==> config.mk <==
export PLATFORM = sky130hd
export DESIGN_NAME = cprv_rf_wb_arbiter
export DESIGN_NICKNAME = d
export VERILOG_FILES = /design/src/rtl/cprv_pkg.sv /design/src/rtl/cprv_scoreboard.sv /design/src/rtl/cprv_rf_wb_arbiter.sv
export SDC_FILE = /design/constraint.sdc
export NUM_CORES = 1
export LEC_CHECK = 0
export ABC_CLOCK_PERIOD_IN_PS = 2300
export BUFFER_PORTS_ARGS = -buffer_cell sky130_fd_sc_hd__clkbuf_2
export CORE_MARGIN = 5
export CORE_UTILIZATION = 46
export CTS_CLUSTER_DIAMETER = 30
export DETAILED_ROUTE_END_ITERATION = 8
export PLACE_DENSITY = 0.81
export SLEW_MARGIN = 20
export SYNTH_ARGS = -nofsm -noshare
export SYNTH_HDL_FRONTEND = slang
export SYNTH_SLANG_ARGS = --single-unit
==> constraint.sdc <==
create_clock -name clk -period 2.3 [get_ports clk]
set_input_delay 0.23 -clock clk [delete_from_list [all_inputs] [get_ports clk]]
set_output_delay 0.23 -clock clk [all_outputs]
set_load 0.05 [all_outputs]
==> src/rtl/cprv_pkg.sv <==
// cprv_pkg: shared constants and types for the writeback stage
package cprv_pkg;
    localparam int REG_ADDR_W = 5;
    localparam int NUM_REGS   = 32;
    localparam int XLEN       = 64;

    localparam logic [6:0] OPC_OP   = 7'b0110011;
    localparam logic [6:0] OPC_LOAD = 7'b0000011;

    typedef struct packed {
        logic                  valid;
        logic [REG_ADDR_W-1:0] rd_addr;
        logic [XLEN-1:0]       rd_data;
    } wb_req_t;
endpackage

==> src/rtl/cprv_scoreboard.sv <==
// cprv_scoreboard: busy bits for registers awaiting a long-latency writeback
module cprv_scoreboard
    import cprv_pkg::*;
#(
    parameter int NUM_REGS = 32
) (
    input  logic                  clk,
    input  logic                  rst,
    input  logic                  set_en,
    input  logic [REG_ADDR_W-1:0] set_addr,
    input  logic                  clr_en,
    input  logic [REG_ADDR_W-1:0] clr_addr,
    input  logic [REG_ADDR_W-1:0] rs1_addr,
    input  logic [REG_ADDR_W-1:0] rs2_addr,
    input  logic [REG_ADDR_W-1:0] rd_addr,
    output logic                  busy_hit,
    output logic [NUM_REGS-1:0]   busy
);
    logic [NUM_REGS-1:0] busy_nxt;

    // set is applied after clear so a same-cycle set wins; x0 never becomes busy
    always_comb begin
        busy_nxt = busy;
        for (int i = 1; i < NUM_REGS; i++) begin
            if (clr_en && clr_addr == REG_ADDR_W'(i)) busy_nxt[i] = 1'b0;
            if (set_en && set_addr == REG_ADDR_W'(i)) busy_nxt[i] = 1'b1;
        end
        busy_nxt[0] = 1'b0;
    end

    always_ff @(posedge clk) begin
        if (rst) busy <= '0;
        else     busy <= busy_nxt;
    end

    assign busy_hit = busy[rs1_addr] | busy[rs2_addr] | busy[rd_addr];
endmodule

==> src/rtl/cprv_rf_wb_arbiter.sv <==
// cprv_rf_wb_arbiter: round-robin share of the regfile write port between
// the pipeline and the long-latency unit, plus issue hazard generation
module cprv_rf_wb_arbiter
    import cprv_pkg::*;
#(
    parameter int DATA_WIDTH = 64,
    parameter int NUM_REGS   = 32
) (
    input  logic                  clk,
    input  logic                  rst,
    input  logic                  p0_valid_i,
    output logic                  p0_ready_o,
    input  logic [4:0]            p0_rd_addr_i,
    input  logic [DATA_WIDTH-1:0] p0_rd_data_i,
    input  logic                  p1_valid_i,
    output logic                  p1_ready_o,
    input  logic [4:0]            p1_rd_addr_i,
    input  logic [DATA_WIDTH-1:0] p1_rd_data_i,
    input  logic                  sb_set_en_i,
    input  logic [4:0]            sb_set_addr_i,
    input  logic [4:0]            rs1_addr_i,
    input  logic [4:0]            rs2_addr_i,
    input  logic [4:0]            rd_addr_i,
    output logic                  hazard_o,
    output logic                  rf_rd_en_o,
    output logic [4:0]            rf_rd_addr_o,
    output logic [DATA_WIDTH-1:0] rf_rd_data_o,
    output logic [NUM_REGS-1:0]   sb_busy_o
);
    logic                  last_grant;
    logic                  xfer;
    logic                  sb_hit;
    logic [4:0]            win_addr;
    logic [DATA_WIDTH-1:0] win_data;

    // last_grant names the port served last; the other one wins a tie
    assign p0_ready_o = p0_valid_i & (~p1_valid_i | last_grant);
    assign p1_ready_o = p1_valid_i & (~p0_valid_i | ~last_grant);
    assign xfer       = p0_ready_o | p1_ready_o;
    assign win_addr   = p1_ready_o ? p1_rd_addr_i : p0_rd_addr_i;
    assign win_data   = p1_ready_o ? p1_rd_data_i : p0_rd_data_i;

    always_ff @(posedge clk) begin
        if (rst) begin
            last_grant   <= 1'b1;
            rf_rd_en_o   <= 1'b0;
            rf_rd_addr_o <= '0;
            rf_rd_data_o <= '0;
        end else begin
            rf_rd_en_o <= xfer && win_addr != 5'd0;
            if (xfer) begin
                last_grant   <= p1_ready_o;
                rf_rd_addr_o <= win_addr;
                rf_rd_data_o <= win_data;
            end
        end
    end

    cprv_scoreboard #(.NUM_REGS(NUM_REGS)) u_sb (
        .clk      (clk),
        .rst      (rst),
        .set_en   (sb_set_en_i),
        .set_addr (sb_set_addr_i),
        .clr_en   (p1_ready_o),
        .clr_addr (p1_rd_addr_i),
        .rs1_addr (rs1_addr_i),
        .rs2_addr (rs2_addr_i),
        .rd_addr  (rd_addr_i),
        .busy_hit (sb_hit),
        .busy     (sb_busy_o)
    );

    // no forwarding: a source matching the write still in the output register must wait
    assign hazard_o = sb_hit | (rf_rd_en_o & (rf_rd_addr_o == rs1_addr_i | rf_rd_addr_o == rs2_addr_i));
endmodule
# After elaboration in Yosys (flattened, before gate mapping)

Index checks and enable logic that the tools add are counted.

Latch bits: 0
RAM bits: 0
Output and inout port bits: 105
Word-level logic and storage cells: 281
Bits in registers: 103
Input port bits: 163
Memory bits (read-only): 0
Memories kept: 0

Shift operators: 0
Reduce and logical (&&, ||, !) cells: 95
Muxes and demuxes: 70
Add/sub/neg operators: 0
Bitwise logic cells: 13
Div/mod/pow operators: 0
Magnitude comparators: 3
Multiply operators: 0
Eq/ne operators: 64

Operator list:

| cell                                                | count |
|---|---|
| == test 5 bit (second input constant)               | 32 |
| == test 5 x 4 -> 1 bit (second input constant)      | 16 |
| 2-to-1 mux 1 bit                                    | 65 |
| 2-to-1 mux 64 bit                                   | 1 |
| logical AND 1 bit                                   | 63 |
| nonzero test 2 bit                                  | 31 |
| == test 5 x 3 -> 1 bit (second input constant)      | 8 |
| == test 5 x 2 -> 1 bit (second input constant)      | 4 |
| < comparator 5 x 6 -> 1 bit (second input constant) | 3 |
| binary-select mux 1 bit (select 5 bit)              | 3 |
| == test 5 x 1 -> 1 bit (second input constant)      | 2 |
| == test 5 bit                                       | 2 |
| OR 1 bit                                            | 7 |
| 2-to-1 mux 5 bit                                    | 1 |
| nonzero test 5 bit                                  | 1 |
| bitwise AND 1 bit                                   | 3 |
| NOT 1 bit                                           | 3 |

# Longest topological paths before layout

Depth after elaboration: 6
Depth in mapped cells: 7

# Hierarchy

From an unflattened synthesis, not the netlist that was laid out.

Cells, all modules: 656
Area, all modules: 6,233.5 um2

Modules (own cells, without submodules):

| module             | area each (um2) | sequential area each (um2) | cells an instance | times used |
|---|---|---|---|---|
| cprv_rf_wb_arbiter | 4,142.7         | 1,421.4                    | 419               | 1 |
| cprv_scoreboard    | 2,090.8         | 620.6                      | 237               | 1 |

# Worst setup path before layout

OpenSTA, ideal clock, no wires.

Path kind: register to output
From: reg u_sb.busy[23]
To: out hazard_o
Buffers on the path: 0
Arrival: 2,066 ps
Data required time: 2,070 ps
Stages on the path, launching flop included: 6
Setup slack: 4 ps
Cells stage by stage: dfxtp_1 -> mux4_2 -> a32oi_1 -> o211ai_1 -> a2111oi_2 -> nand3_1

Cells in the longest elaborated chain, start to end: 5
Elaborated cells between the ends (all ways): 9

RTL lines:

| item                                   | line                     | source |
|---|---|---|
| start, declared                        | cprv_scoreboard.sv:17    | `output logic [NUM_REGS-1:0] busy` |
| start signal, assigned                 | cprv_scoreboard.sv:33    | `else busy <= busy_nxt;` |
| binary-select mux 1 bit (select 5 bit) | cprv_scoreboard.sv:36    | `assign busy_hit = busy[rs1_addr] \| busy[rs2_addr] \| busy[rd_addr];` |
| 2-to-1 mux 1 bit (not written as such) | cprv_scoreboard.sv:36    |  |
| OR 1 bit                               | cprv_scoreboard.sv:36    |  |
| OR 1 bit (*)                           | cprv_scoreboard.sv:36    |  |
| OR 1 bit (*)                           | cprv_rf_wb_arbiter.sv:74 | `assign hazard_o = sb_hit \| (rf_rd_en_o & (rf_rd_addr_o == rs1_addr_i \| rf_rd_addr_o == rs2_addr_i));` |
| end, declared                          | cprv_rf_wb_arbiter.sv:24 | `output logic hazard_o,` |

Mark *: on every way between the ends. The rest lies on a longest branch, timed or not. The select of a mux whose other input is x is not followed.

# Final worst setup path

From: reg u_sb.busy[19]
To: out hazard_o

The elaborated chain is that of the path after synthesis.

==> summary.txt <==
Worst hold-check path type = primary input to flip-flop
WL/cell = 18.13 um
Hold Crit Endpoint = rf_rd_data_o[45]
R2R cell count = 5
Max-slew violation count = 0
Die height = 116.6 um
# rows = 39
Largest net degree at the start of global routing = 91
Drt drc = 0
Hold slack = 120.7 ps
Initial antenna violation count = 0
ANT nets after route = 0
Tcrit/Tclk final = 1.008
Syn_nets = 819
Hold Vio Cnt, Final = 0
P&R area growth vs syn = 33.76%
Hold path depth = 3
DRT Pass-1 Iters = 5
Worst VDD drop = 389.6 uV
Post-synthesis sequential area ratio = 0.3907
Setup CP Type = flip-flop to output pin
Initial drt markers = 476
P_leak = 3.289 nW
Synth cell types = 49
Filler instances = 1,016
Root Buffer = clkbuf_16
Max-Cap Viols = 0
Crit-path max cell delay = 450 ps
Sink Count = 102
Final wirelength = 18.95 mm
Vias per cell = 5.554
Number of synthesized register bits = 102
Syn avg cell area = 7.967 um^2
Req. time, crit path = 2070 ps
Most frequent cells in the layout = 264 x clkbuf_2, 191 x nor2_1, 83 x dfxtp_1
Failing checks = negative setup slack
# IOs = 268
Worst Hold Launch = p0_rd_data_i[45]
Cts hold-fix bufs = 0
Normalized max-slew margin = 0.6063
Area of the die = 0.01359 mm^2
Power Density = 657.5 mW/mm^2
Outcome = finished, violations left
CP cell instances = mux4_2 > and3b_1 > a41o_2 > nor4_1 > nand3_1 > buf_8
H-tree depth = 3
Layout cell share with drive strength beyond 1 = 0.3947
Reg-to-reg critical path endpoint = u_sb.busy[17]
Reg2reg start = last_grant
Via count = 5,804
# setup viols final = 1
First-pass GRT wire length = 27.79 mm
Worst Max-Slew Pin Slew = 586.1 ps
CTS tree = done
Vias in the first global route = 5,256
Min Tclk post-route = 2319 ps
Buffers on Ports = 266
Commonest non-fill, non-tap cell in the layout = clkbuf_2
Total grt overflow = 0
Initial Util = 0.4636
Clock latency on the worst-skew pair = 350 ps
Fin Setup TNS = -19.33 ps
Post-Place Worst Slack = 156.8 ps
Slowest CP cell = mux4_2
Setup Skew = 9.070 ps
Die width = 116.6 um
Syn Std Cell Area = 0.005226 mm^2
Worst-path clk slew = 80 ps
Synth Flop Type = dfxtp_1
Num CTS Buffers = 9
Placed cell area = 0.006658 mm^2
Post-route cell area = 0.006990 mm^2
Number of synthesized flops with an enable pin = 0
Critical-path maximum fanout = 5
HPWL Detailed = 14.66 mm
Clock tree buffer depth = 2
Unrepaired setup endpoints after global routing = true
Inserted Diodes = 0
PnR worst setup slack = -19.33 ps
Achievable clock frequency = 431.2 MHz
R2R setup slack = 730 ps
Ys async rst share = 0
YS warnings = 0
Worst path arrival time = 2090 ps
CP endpoint kind = output pin
Critical path launch point type = flip-flop
Routability cong. = 0.9649
# nets final = 1,060
Syn Inst Count = 656
Core box area = 0.01127 mm^2
Total power draw = 4.596 mW
GRT Total Usage = 0.2606
==> where the power goes <==
group	switching [mW]	internal, mW
Clock	0.713	0.753
Sequential	0.0743	1.88
Combinational	0.813	0.364
Total	1.60	3.00
==> sequential cells by signal, indices dropped and copies added (netlist names) <==
name and cells:
rf_rd_data_o 64, last_grant 1, rf_rd_addr_o 5, u_sb.busy 31, rf_rd_en_o 1
==> through the flow <==
| step | std cells | util |
|---|---|---|
| after global placement | 1027 | 0.5906 |
| after global routing | 1045 | 0.6202 |
| after detailed placement | 1027 | 0.5906 |
| after floorplan | 656 | - |
| after CTS | 1045 | 0.6189 |
| final | 1045 | 0.6202 |
==> repair_timing <==
action                                 in CTS  in global routing
endpoints found under the hold margin       0                  0
resized for setup                          13                 10
setup endpoints to repair                   1                  1
setup buffers                               2                  0
pin swaps                                   4                  2
==> logic make-up (layout without fill, tap and decap cells) <==
kind of cell / after synthesis / in the layout / share of synthesized area
simple gates: 345 / 345 / 0.3036
flops: 102 / 102 / 0.3907
compound gates: 98 / 98 / 0.1147
buf+inv: 64 / 310 / 0.05698
mux: 36 / 36 / 0.1166
xor+xnor: 10 / 10 / 0.01676
other cells: 1 / 1 / 0.0007175
==> synth_stat cells, types with 2 or more instances <==
cell type / instances / area, um^2
nor2_1: 191 / 716.9
dfxtp_1: 102 / 2042
nor4_1: 60 / 375.4
nand2_1: 39 / 146.4
a21oi_1: 36 / 180.2
o21ai_0: 33 / 165.2
clkbuf_1: 32 / 120.1
mux4_2: 18 / 405.4
buf_2: 15 / 75.07
nand3_1: 14 / 70.07
mux2i_1: 11 / 110.1
inv_1: 10 / 37.54
nand2b_1: 7 / 43.79
xnor2_1: 7 / 61.31
mux2_2: 6 / 67.56
nor2b_1: 6 / 37.54
a31oi_1: 5 / 31.28
nor3_1: 5 / 25.02
o221a_2: 5 / 56.30
a311oi_1: 4 / 35.03
nand4b_1: 4 / 35.03
a211oi_1: 3 / 22.52
nor3b_1: 3 / 22.52
or2_2: 3 / 18.77
or3_1: 3 / 18.77
xor2_1: 3 / 26.28
a2111oi_0: 2 / 17.52
a221oi_1: 2 / 17.52
and3_1: 2 / 12.51
buf_1: 2 / 7.510
buf_6: 2 / 22.52
clkbuf_8: 2 / 27.53
nor4b_1: 2 / 17.52
o22ai_1: 2 / 12.51
==> layer usage <==
metal  GRT usage  vias to the layer above  part of all wire  wire length (um)
met5           0                        -                 0                 0
met4     0.08639                        0             0.028               522
met3     0.07358                       36              0.10              1935
met2      0.4115                      288              0.48              9095
met1      0.3453                     2680              0.39              7394
li1            -                     2800                 -                 -
==> worst max-delay path, delay by kind of cell (launching register included) <==
family                 cells  cell delay [ps]
muxes                      1              450
AOI/OAI and AO/OA          1              220
DFF                        1              340
buffers and inverters      1              180
and+or+nand+nor            3              560
==> area by class of cell <==
class                      count  area (um^2)  area share
timing repair buffer         284         1526      0.2184
clock buffer                  10        229.0     0.03275
tap                          143        178.9     0.02560
multi-input combinational    490         2898      0.4145
sequential                   102         2068      0.2959
clock inverter                 6        52.55    0.007517
inverter                      10        37.54    0.005370
==> worst max-delay path by stage <==
stage / to / startpoint / cells after the start / slack, ps
6_report: hazard_o / u_sb.busy[19] / 6 / -20
5_1_grt: hazard_o / u_sb.busy[24] / 6 / -80
4_1_cts: hazard_o / u_sb.busy[28] / 6 / -40
3_5_place_dp: hazard_o / rd_addr_i[0] / 7 / 160
3_3_place_gp: hazard_o / rd_addr_i[0] / 7 / 160
2_1_floorplan: hazard_o / u_sb.busy[23] / 5 / 4
(Power assumes the default switching activity.)
